`src/rtl/if_pkg.sv`:
```
// Shared types and constants for the instruction-fetch stage.
package if_pkg;

  typedef enum logic [1:0] {
    RUN   = 2'd0,
    WAIT  = 2'd1,
    DRAIN = 2'd2
  } fetch_state_e;

  localparam logic [31:0] NOP_INSTR   = 32'h0000_0000;
  localparam logic [31:0] INSTR_BYTES = 32'd4;

endpackage

```
`src/rtl/if_fetch.sv`:
```
// Instruction-fetch stage: owns the PC, reads imem over req/ready and feeds a
// single-entry buffer into IF/ID, emitting a nop whenever the buffer is empty.
module if_fetch
  import if_pkg::*;
#(
  parameter logic [31:0] RESET_PC = 32'h0000_3000
) (
  input  logic        clk,
  input  logic        r,
  input  logic        en,
  input  logic        redirect,
  input  logic [31:0] redirect_pc,
  output logic        imem_req,
  output logic [31:0] imem_addr,
  input  logic        imem_ready,
  input  logic [31:0] imem_rdata,
  output logic [31:0] PC_if,
  output logic [31:0] instruction_if,
  output logic        valid_if
);

  fetch_state_e state, state_next;
  logic [31:0]  pc;
  logic [31:0]  drain_addr;
  logic [31:0]  buf_pc;
  logic [31:0]  buf_inst;
  logic         fill;

  // NOTE: every output of this block gets a default first, so no path leaves
  // a signal unassigned and no latch is inferred.
  always_comb begin
    imem_req   = 1'b0;
    imem_addr  = pc;
    state_next = state;
    fill       = 1'b0;
    unique case (state)
      RUN: begin
        imem_req = !valid_if || en;
        if (imem_req && imem_ready)
          fill = 1'b1;
        else if (imem_req)
          state_next = WAIT;
      end
      WAIT: begin
        imem_req = 1'b1;
        if (imem_ready) begin
          fill       = 1'b1;
          state_next = RUN;
        end
      end
      DRAIN: begin
        imem_req  = 1'b1;
        imem_addr = drain_addr;
        if (imem_ready)
          state_next = RUN;
      end
      default: state_next = RUN;
    endcase

    // A redirect never withdraws an outstanding request; it drains it instead.
    if (redirect) begin
      fill       = 1'b0;
      state_next = (imem_req && !imem_ready) ? DRAIN : RUN;
    end
  end

  // NOTE: sequential state uses non-blocking assignments so every register
  // samples pre-edge values regardless of statement order.
  always_ff @(posedge clk or posedge r) begin
    if (r) begin
      state      <= RUN;
      pc         <= RESET_PC;
      drain_addr <= 32'h0;
      buf_pc     <= 32'h0;
      buf_inst   <= 32'h0;
      valid_if   <= 1'b0;
    end else begin
      state <= state_next;
      if (redirect) begin
        pc       <= redirect_pc;
        valid_if <= 1'b0;
        if (state_next == DRAIN)
          drain_addr <= imem_addr;
      end else if (fill) begin
        buf_pc   <= pc;
        buf_inst <= imem_rdata;
        valid_if <= 1'b1;
        pc       <= pc + INSTR_BYTES;
      end else if (state_next == WAIT) begin
        valid_if <= 1'b0;
      end
    end
  end

  assign PC_if          = buf_pc;
  assign instruction_if = valid_if ? buf_inst : NOP_INSTR;

endmodule

```
`config.mk`:
```
export PLATFORM = sky130hd
export DESIGN_NAME = if_fetch
export DESIGN_NICKNAME = d
export VERILOG_FILES = /design/src/rtl/if_pkg.sv /design/src/rtl/if_fetch.sv
export SDC_FILE = /design/constraint.sdc
export NUM_CORES = 1
export LEC_CHECK = 0
export ABC_AREA = 1
export ABC_CLOCK_PERIOD_IN_PS = 7790
export CAP_MARGIN = 20
export CELL_PAD_IN_SITES_DETAIL_PLACEMENT = 1
export CELL_PAD_IN_SITES_GLOBAL_PLACEMENT = 1
export CORE_MARGIN = 1
export CORE_UTILIZATION = 38
export CTS_CLUSTER_SIZE = 30
export DETAILED_ROUTE_END_ITERATION = 16
export GPL_TIMING_DRIVEN = 0
export PLACE_DENSITY_LB_ADDON = 0.1
export SYNTH_ARGS = -nofsm -noshare
export SYNTH_HDL_FRONTEND = slang
export SYNTH_SLANG_ARGS = --single-unit
```
`constraint.sdc`:
```
create_clock -name clk -period 7.79 [get_ports clk]
set_input_delay 1.1685 -clock clk [delete_from_list [all_inputs] [get_ports clk]]
set_output_delay 1.1685 -clock clk [all_outputs]
set_load 0.02 [all_outputs]
```
==> metrics.md, run 1 <==
| Metric | Value |
|---|---|
| Status | finished clean |
| Max Clk Rate | 255.7 MHz |
| Mapped cell area | 6608 um2 |
| Hold Path Origin | drain_addr[24]$_DFFE_PP0P_ |
| CTS root buf | clkbuf_16 |
| Gpl congestion | 0.8259 |
| Worst EP required | 6.62 ns |
| Initial antenna violation count | 0 |
| Register area share after synthesis | 49.65% |
| Most numerous cell in the Yosys netlist | nand2_1 |
| Worst Setup SP | state[0]$_DFF_PP0_ |
| Global route total overflow | 0 |
| Cts hold-fix bufs | 0 |
| # diodes | 0 |
| Slew Limit Fails | 0 |
| Full die area | 17920 um2 |
| Most used flip-flop cell after synthesis | dfrtp_1 |
| Post-route DRC | 0 |
| Combinational share of power | 40.0% |
| Most frequent cells after synthesis | 376 x nand2_1, 129 x dfrtp_1, 93 x inv_1, 77 x o21ai_0, 55 x nor2_1 |
| Seq pwr share | 35.3% |
| Cts repair resizes | 0 |
| Number of max-cap violations | 0 |
| Clk_skew | 0.006540 ns |
| Nets | 1145 |
| Synth area leader | dfrtp_1 |
| Largest net degree at the start of global routing | 82 |
| Net Switching | 1.227 mW |
| Core area | 16760 um2 |
| H-tree depth | 4 |
| Setup violators final | 0 |
| Post-synth top area share | 48.85% |
| Effective utilization at floorplan | 39.43% |
| Cell variety after synth | 33 |
| Area Overhead vs Synth | 38.38% |
| DR pass1 iterations | 4 |
| Share of layout cells above drive strength 1 | 6.660% |
| Period Utilization, post-route | 50.20% |
| Global-route wire length before repair | 35.74 mm |
| WL final | 21.90 mm |
| Critical Path AT | 2.74 ns |
| Iteration-0 DRC Markers | 242 |
| Clock sinks | 131 |
| Clock tree from TritonCTS | done |
| Switching Share | 38.07% |
| Vias in the first global route | 6749 |
| Reg clk slew, reported paths | 0.05 ns |
| Worst setup EP type | output port |
| Setup Crit Path Kind | flip-flop to output port |
| Top post-synthesis cells by area | dfrtp_1 49%, nand2_1 21%, o21ai_0 5.8% |
| HP Class | flip-flop to flip-flop |
| Power share of the clock group | 24.7% |
| Routed via count | 6461 |
| Power per Cell Area | 352.4 nW/um2 |
| Post-synth EDFFs | 0 |
| Number of port buffers | 165 |
| Num CTS Buffers | 17 |
| FF-to-FF Start | state[0]$_DFF_PP0_ |
| Setup TNS | 0 ns |
| Final std cells w/o fill | 1301 |
| Slew headroom | 56.65% |
| Worst skew pair latency | 0.42 ns |
| VDD IR max | 0.0001679 V |
| Worst-path maximum fanout | 10 |
| Register bit total from synthesis | 131 |
| Die width | 133.9 um |
| Clk buf depth | 2 |
| P_int | 1.995 mW |
| Mean Syn Cell Area | 7.458 um2 |
| Worst-Margin Slew | 0.6502 ns |
| Detailed Place HPWL | 15.87 mm |
| Top Ports | 167 |
| Die height | 133.9 um |
| Cell Rows | 47 |
| Pleak | 4.493 nW |
| Mapped Cells | 886 |
| Placed cells | 1272 |
| Syn_nets | 960 |
| CP startpoint kind | flip-flop |
| Unrepaired setup endpoints after global routing | no |
| Final Util | 54.56% |
| Routed len/inst | 16.83 um |
| Final worst path period need | 3.910 ns |
| Final Hold Vio Count | 0 |
| Detail-routed via count per cell | 4.966 |
| Setup Buffers After CTS | 0 |
| GRT Resource Usage Total | 25.82% |
| Synth async-reset ratio | 100.0% |
| Antenna Nets Post-Route | 0 |
| Warnings from Yosys | 0 |
==> layout make-up <==
type	instances	area, um2
Clock buffer	24	501.7
Buffer	40	192.7
Sequential cell	131	3281
Fill cell	2073	7616
Inverter	97	369.1
Timing Repair Buffer	166	1679
Multi-Input combinational cell	618	2770
Clock inverter	5	75.07
Tap cell	220	275.3
==> state kept, by name (all words and copies together), names as in the netlist <==
register	cells
PC_if	32
buf_inst	32
drain_addr	32
pc	32
state	2
valid_if	1
==> per-stage QoR <==
step	hold slack [ns]	instance area, um2	power, mW	setup WS, ns
3_5_place_dp	0.4649	8567	2.432	4.027
2_1_floorplan	0.4487	6608	1.822	3.127
4_1_cts	0.4801	9144	3.245	3.857
6_report	0.4775	9144	3.222	3.880
3_3_place_gp	0.4616	8534	2.395	0.9698
5_1_grt	0.4980	9144	3.424	3.732
==> metal layers <==
layer / track usage, % / up-vias / wire length (um)
li1: - / 3119 / -
met5: 0 / - / 0
met1: 35.52 / 3132 / 10050
met2: 41.48 / 182 / 10280
met4: 8.965 / 0 / 432
met3: 3.855 / 28 / 1130
==> worst paths after layout <==
path	to	slack, ns	cells past startpoint
min	drain_addr[24]$_DFFE_PP0P_	0.48	2
min reg2reg	drain_addr[24]$_DFFE_PP0P_	0.48	2
max	imem_addr[1]	3.88	7
max in group asynchronous	drain_addr[24]$_DFFE_PP0P_	5.83	3
max reg2reg	PC_if[5]$_DFFE_PP0P_	5.81	7
min in group asynchronous	buf_inst[7]$_DFFE_PP0P_	1.16	2
==> power groups by stage <==
stage / clock network (mW) / registers (mW) / logic (mW)
floorplan: 0 / 1.20 / 0.624
global placement: 0 / 1.13 / 1.26
detailed placement: 0 / 1.14 / 1.29
CTS: 0.804 / 1.14 / 1.30
global route: 0.829 / 1.18 / 1.42
finish: 0.795 / 1.14 / 1.29
==> kinds of logic after synthesis <==
family | share of synthesized area (%)
AND/OR/NAND/NOR | 32.65
buffers and inverters | 8.426
flip-flops | 49.65
AO/OA/AOI/OAI | 7.404
XOR/XNOR | 0.9279
adder cells (fa/ha/maj) | 0.9468
==> layout by cell type (no fill, tap or decap), drive strengths merged <==
master,n
xor2,6
nand2,381
clkinv,4
o211ai,6
nand4,13
nand3b,6
buf,20
clkdlybuf4s50,165
o221ai,1
clkbuf,45
bufinv,2
nor2,61
nor3,10
nand3,42
o21ai,79
ha,5
inv,96
xnor2,1
o21bai,1
a31oi,2
a21oi,4
dfrtp,129
dfstp,2
==> critical path, stage by stage, from the launching register on <==
cell and delay (ns):
dfrtp_1 0.41, inv_1 0.11, ha_1 0.15, buf_2 0.26
clkbuf_1 0.44, nand2_1 0.09, o21ai_0 0.18, clkdlybuf4s50_1 0.68
No activity file was read; power rests on OpenSTA's default activity.
==> run 2: changes to the inputs <==
Settings changed: ABC_CLOCK_PERIOD_IN_PS 7790 to 4000, CORE_UTILIZATION 38 to 35.
Clock period 7.79 ns to 4 ns, I/O delays scaled along.
==> metrics.md, run 2 (synthesis results as in run 1) <==
| Metric | Value |
|---|---|
| Status | finished clean |
| VDD IR max | 0.0003664 V |
| Vias in the first global route | 6741 |
| Iteration-0 DRC Markers | 313 |
| Routed via count | 6492 |
| Met3 Use GR | 4.129% |
| Largest net degree at the start of global routing | 36 |
| GRT Resource Usage Total | 24.45% |
| WL final | 22.57 mm |
| Placed cell area | 8637 um2 |
| Post-route DRC | 0 |
| Slew Limit Fails | 0 |
| Filler instances | 2256 |
| Worst-path maximum fanout | 10 |
| Unrepaired setup endpoints after global routing | no |
| Area Overhead vs Synth | 39.80% |
| DR pass1 iterations | 4 |
| Final worst path period need | 3.378 ns |
| Nets | 1148 |
| Antenna Nets Post-Route | 0 |
| Pleak | 4.513 nW |
| Hold Path End | drain_addr[3]$_DFFE_PP0P_ |
| Die width | 139.4 um |
| Clock sinks | 131 |
| Final Util | 50.73% |
| Hold path depth | 2 |
| Worst EP required | 3.40 ns |
| Final Hold Vio Count | 0 |
| Clock tree from TritonCTS | done |
| Setup TNS | 0 ns |
| Worst-Margin Slew | 0.6262 ns |
| # diodes | 0 |
| Commonest non-fill, non-tap cell in the layout | nand2_1 |
| Clk buf depth | 2 |
| Most frequent cells in the layout | 376 x nand2_1, 165 x clkdlybuf4s50_1, 129 x dfrtp_1 |
| Cell Rows | 49 |
| Number of max-cap violations | 0 |
| Reg clk slew, reported paths | 0.06 ns |
| Core area | 18210 um2 |
| Die height | 139.4 um |
| FF-to-FF setup slack | 2.05 ns |
| Slew headroom | 58.25% |
| Number of port buffers | 165 |
| Critical Path AT | 2.78 ns |
| Cts repair resizes | 0 |
| Detail-routed via count per cell | 4.937 |
| Number of cells on the worst reg-to-reg path | 7 |
| Hold Path Origin | drain_addr[3]$_DFFE_PP0P_ |
| Num CTS Buffers | 17 |
| Setup Crit Path Kind | flip-flop to output port |
| Cts hold-fix bufs | 0 |
| Period Utilization, post-route | 84.46% |
| Final Cell Area | 9238 um2 |
| CP startpoint kind | flip-flop |
| Worst Setup SP | state[0]$_DFF_PP0_ |
| Power per Cell Area | 687.7 nW/um2 |
| Effective utilization at floorplan | 36.29% |
| Reg2reg end | PC_if[6]$_DFFE_PP0P_ |
| Met1 usage | 32.52% |
| Worst setup EP type | output port |
| CTS root buf | clkbuf_16 |
| Worst skew pair latency | 0.43 ns |
| Global-route wire length before repair | 36.50 mm |
| FF-to-FF Start | state[0]$_DFF_PP0_ |
| HP Class | flip-flop to flip-flop |
| Max Clk Rate | 296.0 MHz |
| Layer with the highest usage | met2 |
| Clk_skew | 0.006881 ns |
| H-tree depth | 4 |
| Share of layout cells above drive strength 1 | 7.274% |
| Full die area | 19430 um2 |
| Setup violators final | 0 |
| Global Route met2 Usage | 39.86% |
| Top Ports | 167 |
| Initial antenna violation count | 0 |
| Gpl congestion | 0.8140 |
| Detailed Place HPWL | 16.61 mm |
| Setup Buffers After CTS | 0 |
| Global route total overflow | 0 |
| Routed len/inst | 17.16 um |
run 2: cell count changes in the layout (fill, tap and decap cells not counted):
cell	change
clkbuf_8	-4
bufinv_16	+1
clkbuf_1	-2
inv_6	-1
clkinvlp_4	+5
buf_12	+3
clkinv_4	+3
run 2: power by group:
part | switching [mW] | total [mW] | internal [mW]
logic | 1.49 | 2.53 | 1.04
registers | 0.357 | 2.22 | 1.86
clock network | 0.613 | 1.60 | 0.990
total | 2.46 | 6.35 | 3.90
run 2: area by class of cell:
cell class / instances / area (um2) / area share, %
inverter: 97 / 367.9 / 3.982
multi-input combinational: 618 / 2770 / 29.99
buffer: 40 / 192.7 / 2.086
sequential: 131 / 3281 / 35.51
clock buffer: 18 / 439.2 / 4.754
timing repair buffer: 169 / 1739 / 18.83
tap: 229 / 286.5 / 3.102
clock inverter: 13 / 161.4 / 1.747
run 2: critical path, cell delays in order, from the launching register on:
cell             delay (ns)
dfrtp_1                0.42
inv_1                  0.11
ha_1                   0.19
buf_2                  0.25
clkbuf_1               0.44
nand2_1                0.11
o21ai_0                0.16
clkdlybuf4s50_1        0.67
run 2: worst max-delay path by stage:
stage	to	cells past startpoint	slack, ns
after global routing	imem_addr[13]	7	0.41
after detailed placement	imem_addr[2]	7	1.05
after floorplan	PC_if[0]$_DFFE_PP0P_	1	1.78
final	imem_addr[1]	7	0.62
after global placement	drain_addr[27]$_DFFE_PP0P_	2	0.38
after CTS	imem_addr[1]	7	0.56
run 2: per-stage QoR:
stage / hold slack [ns] / setup WS, ns / std cells / power, mW
after floorplan: 0.4487 / 1.778 / 886 / 3.549
after global placement: 0.4615 / 0.3790 / 1280 / 4.681
after detailed placement: 0.4654 / 1.053 / 1284 / 4.763
after CTS: 0.4811 / 0.5568 / 1315 / 6.413
after global routing: 0.4941 / 0.4103 / 1315 / 6.747
final: 0.4804 / 0.6215 / 1315 / 6.353
run 2: metal layers:
metal | up-vias | wire length, um
li1 | 3132 | -
met1 | 3156 | 10660
met2 | 172 | 10420
met3 | 32 | 1050
met4 | 0 | 440
met5 | - | 0
